`src/rtl/sequenciador_zonas.sv`:
```
// Staggered switch-on sequencer for N lighting zones: round-robin grants spaced
// at least STAGGER_T cycles apart, immediate switch-off and global force-off.
module sequenciador_zonas #(
  parameter int unsigned N_ZONAS   = 4,
  parameter int unsigned STAGGER_T = 1000
) (
  input  logic               clk,
  input  logic               rst,
  input  logic [N_ZONAS-1:0] pedido,
  input  logic               desliga_tudo,
  output logic [N_ZONAS-1:0] lampada,
  output logic               ocupado,
  output logic               pendente
);

  localparam int unsigned PTR_W = $clog2(N_ZONAS);
  localparam int unsigned CNT_W = (STAGGER_T > 1) ? $clog2(STAGGER_T) : 1;

  typedef enum logic {IDLE, ESPERA} state_t;

  state_t             r_state, w_state_nxt;
  logic [CNT_W-1:0]   r_cnt, w_cnt_nxt;
  logic [PTR_W-1:0]   r_ptr, w_ptr_nxt;
  logic [N_ZONAS-1:0] r_lampada, w_lampada_nxt;
  logic [N_ZONAS-1:0] w_pend;
  logic [PTR_W-1:0]   w_k;
  logic               w_found;
  logic               w_grant_ok;
  int unsigned        w_idx;

  assign w_pend     = pedido & ~r_lampada;
  assign w_grant_ok = (r_state == IDLE) || (r_cnt == '0);

  // Rotating priority search: first pending zone at or after r_ptr, with wrap.
  always_comb begin
    w_found = 1'b0;
    w_k     = '0;
    w_idx   = 0;
    for (int unsigned i = 0; i < N_ZONAS; i++) begin
      w_idx = int'(r_ptr) + i;
      if (w_idx >= N_ZONAS) w_idx = w_idx - N_ZONAS;
      if (!w_found && w_pend[w_idx]) begin
        w_found = 1'b1;
        w_k     = PTR_W'(w_idx);
      end
    end
  end

  always_comb begin
    w_state_nxt   = r_state;
    w_cnt_nxt     = r_cnt;
    w_ptr_nxt     = r_ptr;
    w_lampada_nxt = r_lampada & pedido;
    if (desliga_tudo) begin
      w_lampada_nxt = '0;
      w_state_nxt   = IDLE;
      w_cnt_nxt     = '0;
    end else if (w_grant_ok) begin
      if (w_found) begin
        w_lampada_nxt[w_k] = 1'b1;
        w_ptr_nxt   = (w_k == PTR_W'(N_ZONAS - 1)) ? '0 : w_k + PTR_W'(1);
        w_cnt_nxt   = CNT_W'(STAGGER_T - 1);
        w_state_nxt = ESPERA;
      end else begin
        w_state_nxt = IDLE;
      end
    end else begin
      w_cnt_nxt = r_cnt - CNT_W'(1);
    end
  end

  always_ff @(posedge clk or negedge rst) begin
    if (!rst) begin
      r_state   <= IDLE;
      r_cnt     <= '0;
      r_ptr     <= '0;
      r_lampada <= '0;
    end else begin
      r_state   <= w_state_nxt;
      r_cnt     <= w_cnt_nxt;
      r_ptr     <= w_ptr_nxt;
      r_lampada <= w_lampada_nxt;
    end
  end

  assign lampada  = r_lampada;
  assign ocupado  = (r_state == ESPERA) && (r_cnt != '0);
  assign pendente = !desliga_tudo && (|w_pend);

endmodule

```
`config.mk`:
```
export PLATFORM = sky130hd
export DESIGN_NAME = sequenciador_zonas
export DESIGN_NICKNAME = d
export VERILOG_FILES = /design/src/rtl/sequenciador_zonas.sv
export SDC_FILE = /design/constraint.sdc
export NUM_CORES = 1
export LEC_CHECK = 0
export BUFFER_PORTS_ARGS = -buffer_cell sky130_fd_sc_hd__buf_4
export CORE_AREA = 10 10 48 68
export CTS_CLUSTER_SIZE = 24
export DETAILED_ROUTE_END_ITERATION = 6
export DIE_AREA = 0 0 58 78
export GPL_TIMING_DRIVEN = 0
export PLACE_DENSITY = 0.7
export SLEW_MARGIN = 20
export SYNTH_ARGS = -nofsm -noshare
export SYNTH_HDL_FRONTEND = slang
export SYNTH_SLANG_ARGS = --single-unit
```
`constraint.sdc`:
```
create_clock -name clk -period 2.85 [get_ports clk]
set_clock_uncertainty 0.05 [all_clocks]
set_input_delay 0.285 -clock clk [delete_from_list [all_inputs] [get_ports clk]]
set_output_delay 0.285 -clock clk [all_outputs]
set_load 0.03 [all_outputs]
```
; After elaboration in Yosys (flattened, before gate mapping)
; Index checks and enable logic that the tools add are counted.
[classes]
addsub = 9
n_lt_le_gt_ge = 10
n_eq_ne = 2
n_mux = 32
bitwise_logic = 6
n_reduce_logical = 16
[ops]
columns = operator, count
row1 = "32-bit by 3-bit < comparator with 1-bit output, second input constant", 4
row2 = 32-bit two-way mux, 4
row3 = 10-bit two-way mux, 3
row4 = 1-bit two-way mux, 12
row5 = 4-bit two-way mux, 3
row6 = "3-bit by 3-bit subtractor with 4-bit output, second input constant", 3
row7 = 10-bit logical NOT, 1
row8 = 2-bit two-way mux, 5
row9 = 10-bit nonzero test, 1
row10 = "10-bit by 1-bit subtractor with 10-bit output, second input constant", 1
row11 = "3-bit >= comparator, second input constant", 3
row12 = 4-bit bitwise AND, 2
row13 = 1-bit binary-select mux with 2-bit select, 4
row14 = "2-bit by 2-bit adder with 3-bit output, second input constant", 2
row15 = 1-bit logical AND, 6
row16 = 1-bit logical NOT, 4
row17 = 4-bit NOT, 1
row18 = 4-bit bitwise OR, 1
row19 = 4-bit OR reduction, 1
row20 = "2-bit by 3-bit subtractor with 4-bit output, second input constant", 1
row21 = "2-bit by 1-bit adder with 3-bit output, second input constant", 1
row22 = "2-bit by 3-bit >= comparator with 1-bit output, second input constant", 1
row23 = "2-bit by 3-bit < comparator with 1-bit output, second input constant", 1
row24 = "3-bit inequality test, second input constant", 1
row25 = 8 further kinds, 9
[word_totals]
register_bits = 17
in_bits = 7
out_inout_bits = 6

; Logic depth before layout (Yosys ltp)
[depth]
word_depth = 22
depth_mapped = 7
mapped_depth_nobuf = 6

; Least setup slack after synthesis
; Ideal clock, no wire load.
[synth_timing]
kind = register -> register
from = reg r_cnt[0]
to = reg r_ptr[0]
setup_ns = 0.128
arrival_ns = 2.016
required_ns = 2.672
setup_slack_ns = 0.657
path_stages_with_launch = 7
n_path_buf = 0
synth_period_minus_slack_ns = 2.193
cell_sequence = dfrtp_1 > inv_1 > ha_1 > or4b_1 > o31a_1 > nor3_4 > mux2_1
[synth_between]
elab_chain_cells = 3
[synth_lines]
columns = element, line_no
row1 = "start, declared", 22  ; logic [CNT_W-1:0] r_cnt, w_cnt_nxt;
row2 = "start signal, assigned", 80  ; r_cnt <= w_cnt_nxt;
row3 = 10-bit logical NOT, 32  ; assign w_grant_ok = (r_state == IDLE) || (r_cnt == '0);
row4 = 1-bit logical OR, 32
row5 = 3-bit AND reduction (no line), -
row6 = "end signal, assigned", 81  ; r_ptr <= w_ptr_nxt;
row7 = "end, declared", 23  ; logic [PTR_W-1:0] r_ptr, w_ptr_nxt;
; No other way between the ends.
; A chain may end at the register's enable or synchronous reset.

; Final worst setup path
[layout_timing]
from = reg r_cnt[0]
to = out ocupado
[layout_between]
elab_chain_cells = 2
[layout_lines]
columns = element, line_no
row1 = 10-bit nonzero test, 87  ; assign ocupado = (r_state == ESPERA) && (r_cnt != '0);
row2 = 1-bit logical AND, 87
row3 = "end, declared", 12  ; output logic ocupado,
; No other way between the ends.

==> impl_metrics.sql <==
INSERT INTO impl_metrics (metric_group, metric, value, unit) VALUES
('finish', 'finish.instance_area', '1200', 'um^2'),
('logic_synthesis', 'synth-seq-cells', '17', ''),
('logic_synthesis', 'yosysUniqueCellTypes', '41', ''),
('finish', 'synthToLayoutAreaGrowth', '14.0', '%'),
('route', 'met2WireLength', '1290', 'um'),
('route', 'met3_wirelength', '75', 'um'),
('cts', 'h-tree-depth', '1', ''),
('min_path', 'hold_path_startpoint', 'pedido[3]', ''),
('route', 'wirelength', '2370', 'um'),
('global_routing', 'first_global_vias', '922', ''),
('critical_path', 'cp.required', '2.52', 'ns'),
('critical_path', 'cells_traversed_along_the_worst_timing_path', 'inv_1, ha_1, or4b_1, o31a_1, buf_2, buf_4', ''),
('timing', 'final-setup-viol-count', '0', ''),
('finish', 'post_layout_nonfiller_instances', '146', ''),
('logic_synthesis', 'synth_area_leaders', 'sky130_fd_sc_hd__dfrtp_1 (40%), sky130_fd_sc_hd__ha_1 (5.9%), sky130_fd_sc_hd__o2bb2ai_1 (4.2%), sky130_fd_sc_hd__nand2b_1 (3.0%), sky130_fd_sc_hd__nor3_1 (2.9%)', ''),
('logic_synthesis', 'synth_enable_flop_cells', '0', ''),
('place', 'sum_of_net_half_perimeters_after_detailed_placement', '1820', 'um'),
('finish', 'drive_gt1_frac', '0.163', ''),
('global_routing', 'remaining_overflow_grt', '0', ''),
('critical_path', 'worst_path_largest_cell_delay', '0.50', 'ns'),
('cts', 'ctsRootBufferMaster', 'sky130_fd_sc_hd__clkbuf_4', ''),
('min_path', 'worstHoldPathType', 'in2reg', ''),
('logic_synthesis', 'synth.net_count', '119', ''),
('timing', 'min_period_over_period', '0.915', ''),
('status', 'run_status', 'finished, final reports clean', ''),
('pwr', 'cellLeakagePower', '0.000521', 'uW'),
('die', 'core_area', '2150', 'um^2'),
('timing', 'report.final.hold_viol_count', '0', ''),
('logic_synthesis', 'synth.most_common_cell', 'sky130_fd_sc_hd__dfrtp_1', ''),
('die', 'horiz_die_dim', '58', 'um'),
('critical_path', 'path_type_of_the_worst_setup_path', 'reg2out', ''),
('route', 'route.detailed.wl_per_inst', '16.2', 'um'),
('timing', 'tns', '0', 'ns'),
('cts', 'path_clk_slew', '0.10', 'ns'),
('logic_synthesis', 'ys_dominant_reg_cell', 'sky130_fd_sc_hd__dfrtp_1', ''),
('die', 'pin_count', '13', ''),
('critical_path', 'cp_max_fo', '10', ''),
('cts', 'cts_tree', 'built', ''),
('die', 'fp-row-count', '21', ''),
('logic_synthesis', 'synthDominantAreaCellType', 'sky130_fd_sc_hd__dfrtp_1', ''),
('place', 'port-buffer-count', '11', ''),
('critical_path', 'timing.critical_path.from_type', 'flip-flop', ''),
('critical_path', 'worst_ep_arrival', '2.27', 'ns'),
('die', 'die_area', '4520', 'um^2'),
('timing', 'report.final.slew_viol_count', '0', ''),
('logic_synthesis', 'synth_largest_type_area_fraction', '0.404', ''),
('cts', 'cts.repair_timing.setup_buffer_count', '0', ''),
('timing', 'hold_slack', '0.198', 'ns'),
('finish', 'area.sequential', '425', 'um^2'),
('global_routing', 'grt_pass1_wl', '4160', 'um'),
('timing', 'crit_path_time_final', '2.61', 'ns'),
('cts', 'max_root_sink_buffers', '2', ''),
('global_routing', 'grt_start_max_net_pins', '18', ''),
('critical_path', 'timing.critical_path.to_type', 'output port', ''),
('cts', 'cts_made_buffers', '3', ''),
('timing', 'max_freq', '0.383', 'GHz'),
('place', 'globalplace.congestion', '0.763', ''),
('timing', 'timing.slew.headroom', '0.526', ''),
('place', 'post_dp_cell_area', '1160', 'um^2'),
('logic_synthesis', 'synthCells', '107', ''),
('route', 'met1Wirelength', '937', 'um'),
('route', 'antenna_violating_nets_post_route', '0', ''),
('logic_synthesis', 'yosysWarningCount', '0', ''),
('logic_synthesis', 'syn-mean-instance-area', '9.83', 'um^2'),
('logic_synthesis', 'synth_sequential_area_ratio', '0.404', ''),
('route', 'viasPerCell', '6.05', ''),
('timing', 'rsz0062_at_grt', 'no', ''),
('finish', 'finish.utilization', '0.557', ''),
('cts', 'cts.sinks', '17', ''),
('finish', 'final.fill_count', '204', ''),
('global_routing', 'antenna_found_initial', '0', '');
-- through the flow --
| step | power, uW | setup slack (ns) |
|---|---|---|
| after global routing | 795 | 0.131 |
| after floorplan | 528 | 0.657 |
| after CTS | 749 | 0.234 |
| final | 742 | 0.242 |
| after detailed placement | 616 | 0.417 |
| after global placement | 610 | 0.428 |
-- what timing repair did --
item | CTS | global route
hold endpoints to repair | 17 | 0
hold buffers | 1 | 0
gates resized for setup | 0 | 0
-- sequential cells by signal, summed over array words and instances (netlist names) --
register,flops
lampada,4
r_cnt,10
r_ptr,2
r_state,1
-- routing by layer --
| layer | vias to the layer above | GRT usage |
|---|---|---|
| met3 | 6 | 0.0212 |
| met4 | 0 | 0.0731 |
| met1 | 425 | 0.116 |
| met2 | 16 | 0.197 |
| li1 | 436 | - |
| met5 | - | 0 |
-- power breakdown --
| group | switching, uW | internal (uW) |
|---|---|---|
| clock | 76.1 | 54.5 |
| sequential | 50.6 | 283 |
| combinational | 156 | 122 |
-- cell type report --
type                    instances  share of cell area
flip-flops and latches         17               0.355
inverters                       7              0.0219
repair buffers                 12              0.0772
plain buffers                   4              0.0136
multi-input cells              79               0.487
well taps                      23              0.0240
clock buffers                   4              0.0219
-- critical path: cells and delay by family (launching register included) --
family                   cells  cell delay [ns]
AO/OA/AOI/OAI                1             0.39
buffers and inverters        3             0.49
AND/OR/NAND/NOR              1             0.50
flip-flops                   1             0.40
adder cells (fa/ha/maj)      1             0.19
-- final timing paths --
path	endpoint	slack (ns)	cells past startpoint
max in group asynchronous	r_cnt[5]	2.22	2
min in group asynchronous	r_cnt[3]	0.33	2
max	ocupado	0.24	6
min	lampada[3]	0.20	3
max reg2reg	r_ptr[0]	0.39	6
min reg2reg	r_cnt[0]	0.50	2
-- logic make-up after synthesis --
family | synth area share
AOI/OAI and AO/OA | 0.243
xor gates and xnor gates | 0.0166
adders and majority gates | 0.0595
buffers and inverters | 0.0404
DFF | 0.404
muxes | 0.0309
and+or+nand+nor | 0.206
-- layout by cell type, fill, tap and decap left out, drive strengths merged, types with 2 or more instances in the layout --
master    n
nor3      7
dfrtp    17
mux2      2
buf      13
nand2b    5
o21ai     3
ha        5
nor2      6
nor2b     4
nor3b     2
nor4      2
clkbuf    6
inv       7
a21oi     5
a21o      3
o2bb2ai   5
or4       2
nand2     4
o22ai     2
a211oi    4
Power figures use the tool's default switching activity.
